<file path="config.mk">
export PLATFORM = sky130hd
export DESIGN_NAME = pcie_cpld_tx
export DESIGN_NICKNAME = d
export VERILOG_FILES = /design/src/rtl/pcie_cpld_tx.sv
export SDC_FILE = /design/constraint.sdc
export NUM_CORES = 1
export LEC_CHECK = 0
export CORE_UTILIZATION = 45
export CTS_BUF_LIST = sky130_fd_sc_hd__clkbuf_4
export DETAILED_ROUTE_END_ITERATION = 7
export GPL_TIMING_DRIVEN = 0
export PLACE_DENSITY_LB_ADDON = 0.25
export SLEW_MARGIN = 20
export SYNTH_ARGS = -nofsm -noshare
export SYNTH_HDL_FRONTEND = slang
export SYNTH_SLANG_ARGS = --single-unit
</file>
<file path="constraint.sdc">
create_clock -name clk_125 -period 6.8 [get_ports clk_125]
set_clock_uncertainty 0.05 [all_clocks]
set_input_delay 1.36 -clock clk_125 [delete_from_list [all_inputs] [get_ports clk_125]]
set_output_delay 1.36 -clock clk_125 [all_outputs]
set_load 0.02 [all_outputs]
</file>
<file path="src/rtl/pcie_cpld_tx.sv">
// pcie_cpld_tx: builds PCIe Completion-with-Data TLPs for BAR reads and streams them onto the
// 16-bit core transmit interface, fetching payload DWs from a 1-cycle-latency read port.
module pcie_cpld_tx #(
  parameter int unsigned MAX_LEN = 16,
  parameter int unsigned AW      = 10
) (
  input  logic          clk_125,
  input  logic          sys_rst,
  input  logic [7:0]    bus_num,
  input  logic [4:0]    dev_num,
  input  logic [2:0]    func_num,
  input  logic          req_valid,
  output logic          req_ready,
  input  logic [15:0]   req_id,
  input  logic [7:0]    req_tag,
  input  logic [2:0]    req_tc,
  input  logic [1:0]    req_attr,
  input  logic [9:0]    req_len,
  input  logic [6:0]    req_lower_addr,
  input  logic [AW-1:0] req_addr,
  output logic          rd_en,
  output logic [AW-1:0] rd_addr,
  input  logic [31:0]   rd_data,
  output logic          tx_req,
  input  logic          tx_rdy,
  output logic          tx_st,
  output logic          tx_end,
  output logic [15:0]   tx_data,
  output logic          len_err,
  output logic [15:0]   cpl_count
);

  localparam logic [9:0] MaxLen = 10'(MAX_LEN);

  typedef enum logic [1:0] {StIdle, StReq, StSend} state_e;

  state_e        state_q, state_d;

  // Latched descriptor
  logic [15:0]   id_q, id_d;
  logic [7:0]    tag_q, tag_d;
  logic [2:0]    tc_q, tc_d;
  logic [1:0]    attr_q, attr_d;
  logic [9:0]    len_q, len_d;
  logic [6:0]    la_q, la_d;

  // Word index within the TLP and payload fetch pipeline
  logic [11:0]   w_q, w_d;
  logic [AW-1:0] raddr_q, raddr_d;
  logic          rd_vld_q;
  logic [31:0]   pend_q, pend_d;
  logic [31:0]   dw_q, dw_d;

  logic          len_err_q, len_err_d;
  logic [15:0]   cnt_q, cnt_d;

  logic          accept;
  logic          len_ok;
  logic          word_acc;
  logic          last_word;
  logic [11:0]   w_last;
  logic [11:0]   rd_limit;

  assign accept    = (state_q == StIdle) && req_valid;
  assign len_ok    = (req_len != 10'd0) && (req_len <= MaxLen);
  assign word_acc  = (state_q == StSend) && tx_rdy;
  // Last word index is 5 + 2*len; reads are issued on even words below 4 + 2*len
  assign w_last    = {1'b0, len_q, 1'b0} + 12'd5;
  assign rd_limit  = {1'b0, len_q, 1'b0} + 12'd4;
  assign last_word = (w_q == w_last);

  assign len_err   = len_err_q;
  assign cpl_count = cnt_q;

  // State register
  always_ff @(posedge clk_125) begin
    if (sys_rst) begin
      state_q <= StIdle;
    end else begin
      state_q <= state_d;
    end
  end

  // Next-state logic
  always_comb begin
    state_d = state_q;
    case (state_q)
      StIdle:  if (accept && len_ok) state_d = StReq;
      StReq:   if (tx_rdy) state_d = StSend;
      StSend:  if (tx_rdy && last_word) state_d = StIdle;
      default: state_d = StIdle;
    endcase
  end

  // Output decode: handshake, TLP word mux and payload read strobe
  always_comb begin
    req_ready = (state_q == StIdle);
    tx_req    = (state_q == StReq);
    tx_st     = 1'b0;
    tx_end    = 1'b0;
    tx_data   = 16'h0000;
    rd_en     = 1'b0;
    rd_addr   = '0;
    if (state_q == StSend) begin
      tx_st  = (w_q == 12'd0);
      tx_end = last_word;
      case (w_q)
        12'd0:   tx_data = {8'h4A, 1'b0, tc_q, 4'h0};
        12'd1:   tx_data = {2'b00, attr_q, 2'b00, len_q};
        12'd2:   tx_data = {bus_num, dev_num, func_num};
        12'd3:   tx_data = {4'h0, len_q, 2'b00};
        12'd4:   tx_data = id_q;
        12'd5:   tx_data = {tag_q, 1'b0, la_q};
        default: tx_data = w_q[0] ? dw_q[15:0] : dw_q[31:16];
      endcase
      // Fetch DW 0 when word 4 goes out, then DW k+1 when the high half of DW k goes out
      rd_en = tx_rdy && !w_q[0] && (w_q >= 12'd4) && (w_q < rd_limit);
      if (rd_en) begin
        rd_addr = raddr_q;
      end
    end
  end

  // Datapath next-state: descriptor capture, word index, fetch pipeline, counters
  always_comb begin
    id_d      = id_q;
    tag_d     = tag_q;
    tc_d      = tc_q;
    attr_d    = attr_q;
    len_d     = len_q;
    la_d      = la_q;
    w_d       = w_q;
    raddr_d   = raddr_q;
    dw_d      = dw_q;
    cnt_d     = cnt_q;
    len_err_d = accept && !len_ok;
    pend_d    = rd_vld_q ? rd_data : pend_q;
    if (accept) begin
      id_d    = req_id;
      tag_d   = req_tag;
      tc_d    = req_tc;
      attr_d  = req_attr;
      len_d   = req_len;
      la_d    = req_lower_addr;
      w_d     = 12'd0;
      raddr_d = req_addr;
    end
    if (rd_en) begin
      raddr_d = raddr_q + AW'(1);
    end
    if (word_acc) begin
      if (last_word) begin
        w_d   = 12'd0;
        cnt_d = cnt_q + 16'd1;
      end else begin
        w_d = w_q + 12'd1;
        // Entering word 6+2k: bypass read data if it lands this very cycle
        if (w_q[0] && (w_q >= 12'd5)) begin
          dw_d = rd_vld_q ? rd_data : pend_q;
        end
      end
    end
  end

  // Datapath registers
  always_ff @(posedge clk_125) begin
    if (sys_rst) begin
      id_q      <= '0;
      tag_q     <= '0;
      tc_q      <= '0;
      attr_q    <= '0;
      len_q     <= '0;
      la_q      <= '0;
      w_q       <= '0;
      raddr_q   <= '0;
      rd_vld_q  <= 1'b0;
      pend_q    <= '0;
      dw_q      <= '0;
      len_err_q <= 1'b0;
      cnt_q     <= '0;
    end else begin
      id_q      <= id_d;
      tag_q     <= tag_d;
      tc_q      <= tc_d;
      attr_q    <= attr_d;
      len_q     <= len_d;
      la_q      <= la_d;
      w_q       <= w_d;
      raddr_q   <= raddr_d;
      rd_vld_q  <= rd_en;
      pend_q    <= pend_d;
      dw_q      <= dw_d;
      len_err_q <= len_err_d;
      cnt_q     <= cnt_d;
    end
  end

endmodule

</file>
==> out/results.md, run 1 <==
| Quantity | This run | Unit |
|---|---|---|
| Status | finished clean | - |
| RSZ-0062 raised after global routing | false | - |
| Clock sinks | 152 | - |
| Worst reg2reg setup slack | 2.94 | ns |
| Worst min-delay path category | flop to flop | - |
| Die Ht | 130 | µm |
| Netlist Area Pre-Place | 7380 | µm² |
| FF/Latch Area | 3040 | µm² |
| Maximum operating frequency | 177 | MHz |
| Post-synth ARST share | 0 | - |
| Antenna viol nets, final | 0 | - |
| Fraction of final layout cells with drive strength greater than 1 | 0.0676 | - |
| Synthesized netlist cell count | 864 | - |
| Data arrival time of the worst path | 4.24 | ns |
| TritonRoute pass-1 iters | 6 | - |
| Vias in the first global route | 6640 | - |
| Global-route wire length before repair | 35200 | µm |
| Primary FF master, synth | sky130_fd_sc_hd__dfxtp_1 | - |
| Sequence of cells on the critical path | ha_1, nand3_1, nor2_1, nand3_1, xor2_1, ha_1, nand4_1, a21o_1, clkbuf_1, clkbuf_1, and3_1, clkdlybuf4s50_1 | - |
| Minimum clock period | 5.65 | ns |
| Worst-path fanout max | 10 | - |
| Post-Route Utilization | 0.597 | - |
| Category of the most critical setup path | flop to output port | - |
| Die width | 130 | µm |
| Start point of the worst min-delay path | tag_q[7]$_SDFFE_PP0P_ | - |
| Drt total wl | 23100 | µm |
| Core Region | 15900 | µm² |
| Least-Margin Pin Slew | 0.844 | ns |
| Total number of H-tree levels | 4 | - |
| Number of DRC markers after the initial detailed-route iteration | 686 | - |
| Global-route congestion overflow total | 0 | - |
| Routed len/inst | 18.2 | µm |
| Kind of end point of the critical path | output port | - |
| Count of unique library cells instantiated by Yosys | 62 | - |
| Buffers inserted by post-CTS timing repair | 0 | - |
| Post-Syn Nets | 990 | - |
| Worst-path cell with the longest stage delay | sky130_fd_sc_hd__clkdlybuf4s50_1 | - |
| Crit Reg-Reg Endpoint | dw_q[4]$_SDFFE_PP0P_ | - |
| Io pins | 156 | - |
| Fillers | 1466 | - |
| Root buf cell | sky130_fd_sc_hd__clkbuf_4 | - |
| Nets | 1163 | - |
| Cts bufs inserted | 17 | - |
| Share of synthesized area occupied by flip-flops and latches | 0.412 | - |
| Maximum root-to-sink buffer count | 2 | - |
| Detailed placer's ending HPWL | 17600 | µm |
| Combined area of the multi-input logic cells | 3980 | µm² |
| Max-Slew Margin vs Limit | 0.437 | - |
| TritonCTS clock tree | yes | - |
| Residual DRC | 0 | - |
| Worst-Skew Late Latency | 0.60 | ns |
| Startpoint type of the worst setup path | flop | - |
| Largest stage delay, worst path | 0.60 | ns |
| Finish-stage setup viols | 0 | - |
| Number of cells traversed by the worst hold path | 2 | - |
| Power per cell area | 180 | nW/µm² |
| Cell Area, Placed | 9200 | µm² |
| YS warnings | 0 | - |
| Number of antenna violations at the first check in global routing | 1 | - |
| All-layer global routing usage | 0.279 | - |
| Number of flops mapped to enable cells by yosys | 0 | - |
| Crit path required time | 5.39 | ns |
| Area of the die | 16900 | µm² |
| Reported max-cap violation count | 0 | - |
| Number of I/O port buffers | 154 | - |
| Row count | 46 | - |
| Reg-to-reg critical path startpoint | len_q[1]$_SDFFE_PP0P_ | - |
| Period utilization | 0.831 | - |
| Gp weighted congestion | 0.922 | - |
| Aggregate negative setup slack | 0 | ns |
| Largest net degree at the start of global routing | 17 | - |
| Cts hold-fix bufs | 0 | - |
| Seq cells post-synth | 152 | - |
| Leak | 3.20 | nW |
| VDD IR max | 0.123 | mV |
| Total number of vias | 7235 | - |
| Largest delay share family, worst path | buffers and inverters | - |
| Synth Area per Inst | 8.55 | µm² |
| Final Max Slew Viols | 0 | - |
| Via/cell ratio | 5.71 | - |
| Hold Crit Endpoint | tag_q[7]$_SDFFE_PP0P_ | - |
| Origin of the worst setup path | len_q[1]$_SDFFE_PP0P_ | - |
| Overall Power | 1.71 | mW |
| Number of buffers and inverters on the critical path | 3 | - |
| Endpoints failing hold | 0 | - |
| Post-Layout Inst Area | 9510 | µm² |
| Initial Utilization | 0.463 | - |
| Post-CTS Resized | 0 | - |
| R2r worst-path depth | 11 | - |
| Layout-stage area growth over the synthesis result | 28.8 | % |
| Clock-pin transition on the worst setup and hold timing paths | 0.15 | ns |
-- worst reg2reg max path, cell delays in order, from the launching register on --
cell and delay, ns:
sky130_fd_sc_hd__dfxtp_1 0.55, sky130_fd_sc_hd__ha_1 0.25, sky130_fd_sc_hd__nand3_1 0.12, sky130_fd_sc_hd__nor2_1 0.22, sky130_fd_sc_hd__nand3_1 0.12, sky130_fd_sc_hd__xor2_1 0.17, sky130_fd_sc_hd__ha_1 0.31, sky130_fd_sc_hd__nand4_1 0.28
sky130_fd_sc_hd__o31ai_2 0.81, sky130_fd_sc_hd__a211oi_2 0.28, sky130_fd_sc_hd__clkbuf_1 0.31, sky130_fd_sc_hd__a211oi_1 0.32
-- through the flow --
step	setup WS, ns	instances	hold slack, ns
floorplan	2.79	864	0.381
global placement	1.30	1234	0.393
detailed placement	1.31	1234	0.398
CTS	1.11	1266	0.415
global route	0.838	1267	0.437
finish	1.15	1267	0.418
-- report_power, final --
part / switching, mW / total (mW) / internal (mW)
Clock: 0.381 / 0.616 / 0.235
Sequential: 0.0209 / 0.931 / 0.910
Combinational: 0.0768 / 0.160 / 0.0835
Total: 0.479 / 1.71 / 1.23
-- cell families after synthesis --
| kind of cell | Yosys count | share of synthesized area |
|---|---|---|
| compound gates | 200 | 0.187 |
| xor+xnor | 25 | 0.0297 |
| fa+ha+maj | 18 | 0.0305 |
| buf+inv | 76 | 0.0496 |
| flops | 152 | 0.412 |
| mux | 50 | 0.0681 |
| simple gates | 343 | 0.223 |
-- metal layers --
| layer | vias to the layer above | global-route usage | share of wire |
|---|---|---|---|
| li1 | 3453 | - | - |
| met1 | 3406 | 0.354 | 0.42 |
| met2 | 311 | 0.451 | 0.47 |
| met3 | 65 | 0.0484 | 0.061 |
| met4 | 0 | 0.151 | 0.041 |
| met5 | - | 0 | 0 |
-- cell type report --
type / count / area share
clock buffers: 17 / 0.0134
inverters: 14 / 0.00552
multi-input cells: 636 / 0.418
diodes: 1 / 0.000263
well taps: 216 / 0.0284
repair buffers: 154 / 0.162
plain buffers: 62 / 0.0330
flip-flops and latches: 152 / 0.320
clock inverters: 15 / 0.0195
-- placed cells by master, fill, tap and decap left out, types with 5 or more instances in the layout --
cell type                           n
sky130_fd_sc_hd__dfxtp_1          152
sky130_fd_sc_hd__a221oi_2           5
sky130_fd_sc_hd__ha_1              18
sky130_fd_sc_hd__or4_1              6
sky130_fd_sc_hd__o21ai_0           10
sky130_fd_sc_hd__nand4_1           10
sky130_fd_sc_hd__or3_1              5
sky130_fd_sc_hd__o2bb2ai_1          7
sky130_fd_sc_hd__inv_8              5
sky130_fd_sc_hd__and4_1             6
sky130_fd_sc_hd__nand2_1          116
sky130_fd_sc_hd__xnor2_1           15
sky130_fd_sc_hd__nor2_1           112
sky130_fd_sc_hd__a221oi_1           8
sky130_fd_sc_hd__buf_6              7
sky130_fd_sc_hd__a31oi_1           12
sky130_fd_sc_hd__o211ai_1           5
sky130_fd_sc_hd__and3_1            14
sky130_fd_sc_hd__a22oi_1           13
sky130_fd_sc_hd__clkbuf_1          38
sky130_fd_sc_hd__nand3_1           20
sky130_fd_sc_hd__clkbuf_4          17
sky130_fd_sc_hd__a211oi_1          35
sky130_fd_sc_hd__nor4_1             8
sky130_fd_sc_hd__a21oi_1           77
sky130_fd_sc_hd__and2_1             6
sky130_fd_sc_hd__inv_1             14
sky130_fd_sc_hd__nor3_1            14
sky130_fd_sc_hd__buf_1              8
sky130_fd_sc_hd__buf_2              5
sky130_fd_sc_hd__clkdlybuf4s50_1  154
sky130_fd_sc_hd__xor2_1            10
sky130_fd_sc_hd__mux2i_1           48
-- registers in the layout, indices dropped and copies added, names as in the netlist --
| name | cells |
|---|---|
| cpl_count | 16 |
| raddr_q | 10 |
| la_q | 7 |
| w_q | 12 |
| rd_vld_q | 1 |
| tc_q | 3 |
| attr_q | 2 |
| tag_q | 8 |
| id_q | 16 |
| state_q | 2 |
| pend_q | 32 |
| len_q | 10 |
| dw_q | 32 |
| len_err | 1 |
-- worst max-delay path by stage --
stage	endpoint	slack [ns]	cells after the start
after floorplan	rd_addr[9]	2.79	5
after global placement	rd_addr[9]	1.30	7
after detailed placement	rd_addr[9]	1.31	7
after CTS	rd_addr[9]	1.11	12
after global routing	rd_addr[9]	0.84	12
final	rd_addr[3]	1.15	12
-- cells in the mapped netlist, drive strengths merged, types with 6 or more instances --
library cell  instances  area (µm²)
dfxtp               152        3040
nand2               116         435
nor2                112         420
a21oi                77         385
mux2i                48         480
clkbuf               39         156
a211oi               36         275
buf                  22         149
nand3                20         100
ha                   18         225
nor3                 16         103
xnor2                15         131
and3                 14        87.6
inv                  14        52.6
a221oi               13         145
a22oi                13        97.6
a31oi                12        75.1
nor4                 11         105
nand4                10        62.6
o21ai                10        50.1
xor2                 10        87.6
o2bb2ai               7        61.3
and2                  6        37.5
and4                  6        52.6
or4                   6        45.0
Note: power is estimated with default switching activity, not from simulation.
==> run 2: changes to the inputs <==
Clock period 6.8 ns to 4.64 ns, I/O delays scaled along.
==> run 2 against run 1 <==
  * Sequential share of layout area is 0.51 points lower
  * Via count about the same
  * Highest routed layer unchanged
  * Core utilization grew 1.1 points
==> out/results.md, run 2 (synthesized netlist as in run 1, its figures left out) <==
| Quantity | This run | Unit |
|---|---|---|
| Total number of vias | 7232 | - |
| Leading cell types in the layout, fill and taps excluded | sky130_fd_sc_hd__dfxtp_1, sky130_fd_sc_hd__clkdlybuf4s50_1, sky130_fd_sc_hd__nand2_1, sky130_fd_sc_hd__nor2_1, sky130_fd_sc_hd__a21oi_1 | - |
| Vias in the first global route | 6696 | - |
| Final Max Slew Viols | 0 | - |
| Post-Route Utilization | 0.607 | - |
| Row count | 46 | - |
| Maximum operating frequency | 223 | MHz |
| Endpoints failing hold | 0 | - |
| Gp weighted congestion | 0.922 | - |
| Initial Utilization | 0.463 | - |
| Registers with the highest flip-flop counts | dw_q (32), pend_q (32) | - |
| Total number of H-tree levels | 4 | - |
| Die Ht | 130 | µm |
| Kind of end point of the critical path | output port | - |
| Max-Slew Margin vs Limit | 0.447 | - |
| Worst-path cell with the longest stage delay | sky130_fd_sc_hd__clkdlybuf4s50_1 | - |
| Power per cell area | 259 | nW/µm² |
| Reg-to-reg critical path startpoint | len_q[2]$_SDFFE_PP0P_ | - |
| Drt total wl | 23400 | µm |
| Cts hold-fix bufs | 0 | - |
| Status | finished clean | - |
| Placement-stage worst setup slack | 0.00917 | ns |
| Commonest non-fill, non-tap cell in the layout | sky130_fd_sc_hd__dfxtp_1 | - |
| Sequence of cells on the critical path | or4_1, buf_6, nor4_4, buf_4, a222oi_1, a31oi_1, clkdlybuf4s50_1 | - |
| Crit Reg-Reg Endpoint | dw_q[4]$_SDFFE_PP0P_ | - |
| Number of cells traversed by the worst hold path | 2 | - |
| Via/cell ratio | 5.67 | - |
| Routed len/inst | 18.4 | µm |
| Area of the die | 16900 | µm² |
| Number of buffers and inverters on the critical path | 3 | - |
| Crit path required time | 3.66 | ns |
| Number of antenna violations at the first check in global routing | 1 | - |
| Global-route wire length before repair | 35200 | µm |
| Detailed placer's ending HPWL | 17600 | µm |
| Finish-stage setup viols | 0 | - |
| Hold Crit Endpoint | tag_q[7]$_SDFFE_PP0P_ | - |
| Fraction of final layout cells with drive strength greater than 1 | 0.0907 | - |
| All-layer global routing usage | 0.280 | - |
| TritonCTS clock tree | yes | - |
| Start point of the worst min-delay path | tag_q[7]$_SDFFE_PP0P_ | - |
| Startpoint type of the worst setup path | flop | - |
| RSZ-0062 raised after global routing | false | - |
| Worst-path fanout max | 10 | - |
| Core Region | 15900 | µm² |
| VDD IR max | 0.181 | mV |
| Cts bufs inserted | 17 | - |
| Root buf cell | sky130_fd_sc_hd__clkbuf_4 | - |
| Antenna viol nets, final | 0 | - |
| Minimum clock period | 4.49 | ns |
| Number of DRC markers after the initial detailed-route iteration | 772 | - |
| Leak | 3.49 | nW |
| Clock-pin transition on the worst setup and hold timing paths | 0.15 | ns |
| Residual DRC | 0 | - |
| Worst-Skew Late Latency | 0.60 | ns |
| Die width | 130 | µm |
| Aggregate negative setup slack | 0 | ns |
| Period utilization | 0.967 | - |
| Number of I/O port buffers | 154 | - |
| Worst-case setup margin in the final layout | 0.152 | ns |
| Maximum root-to-sink buffer count | 2 | - |
| R2r worst-path depth | 13 | - |
| Reported max-cap violation count | 0 | - |
| Largest net degree at the start of global routing | 17 | - |
| TritonRoute pass-1 iters | 6 | - |
| Global-route congestion overflow total | 0 | - |
| Layout-stage area growth over the synthesis result | 31.1 | % |
| Category of the most critical setup path | flop to output port | - |
| Data arrival time of the worst path | 3.51 | ns |
| Nets | 1172 | - |
| Clock sinks | 152 | - |
| Least-Margin Pin Slew | 0.829 | ns |
| Io pins | 156 | - |
| Largest stage delay, worst path | 0.67 | ns |
| Worst reg2reg setup slack | 0.93 | ns |
| Worst min-delay path category | flop to flop | - |
| Largest delay share family, worst path | buffers and inverters | - |
-- run 2: worst max-delay path by stage --
stage / from / to / slack, ns / depth (start not counted)
floorplan: len_q[1]$_SDFFE_PP0P_ / rd_addr[9] / 1.16 / 11
global placement: tx_rdy / rd_addr[9] / 0.008 / 7
detailed placement: tx_rdy / rd_addr[9] / 0.009 / 7
CTS: len_q[1]$_SDFFE_PP0P_ / rd_addr[6] / 0.00001 / 11
global route: w_q[8]$_SDFFE_PP0P_ / tx_data[11] / 0.05 / 7
finish: w_q[8]$_SDFFE_PP0P_ / tx_data[11] / 0.15 / 7
-- run 2: power breakdown --
| group | leakage, nW | switching, mW | total (mW) | internal, mW |
|---|---|---|---|---|
| sequential | 1.24 | 0.0318 | 1.37 | 1.33 |
| clock | 0.169 | 0.557 | 0.901 | 0.344 |
| combinational | 2.09 | 0.115 | 0.240 | 0.125 |
-- run 2: area by class of cell --
class / count / area (µm²)
multi-input cells: 636 / 4020
flip-flops and latches: 152 / 3050
inverters: 14 / 52.6
fillers: 1449 / 6260
repair buffers: 166 / 1650
clock inverters: 15 / 185
well taps: 216 / 270
plain buffers: 59 / 320
clock buffers: 17 / 128
diodes: 1 / 2.50
-- run 2: worst reg2reg max path, stage by stage, from the launching register on --
cell	delay, ns
sky130_fd_sc_hd__dfxtp_2	0.43
sky130_fd_sc_hd__ha_1	0.20
sky130_fd_sc_hd__nand3_1	0.13
sky130_fd_sc_hd__nor2_2	0.19
sky130_fd_sc_hd__nand3_1	0.11
sky130_fd_sc_hd__xor2_1	0.17
sky130_fd_sc_hd__ha_1	0.30
sky130_fd_sc_hd__nand4_1	0.18
sky130_fd_sc_hd__buf_4	0.18
sky130_fd_sc_hd__o31ai_2	0.18
sky130_fd_sc_hd__a211oi_2	0.73
sky130_fd_sc_hd__clkbuf_1	0.43
sky130_fd_sc_hd__nor2_1	0.09
sky130_fd_sc_hd__a211oi_1	0.25
-- run 2: per-stage QoR --
| stage | instance area, µm² | total power, mW | std cells | hold WS (ns) |
|---|---|---|---|---|
| after CTS | 9580 | 2.51 | 1269 | 0.415 |
| after global placement | 9200 | 1.62 | 1234 | 0.393 |
| after global routing | 9680 | 2.60 | 1276 | 0.437 |
| after detailed placement | 9200 | 1.62 | 1234 | 0.398 |
| after floorplan | 7380 | 1.48 | 864 | 0.381 |
| final | 9680 | 2.51 | 1276 | 0.418 |
-- run 2: repair_timing --
item / 4_1_cts / 5_1_grt
buffers inserted: 5 / 7
setup endpoints to repair: 15 / 25
pin swaps: 3 / 3
resized for setup: 15 / 19
-- run 2: per-layer routing --
metal,part of all wire,track usage,vias to the layer above
met1,0.42,0.353,3396
met2,0.47,0.450,294
met4,0.044,0.163,0
met3,0.061,0.0488,71
met5,0,0,-
li1,-,-,3471
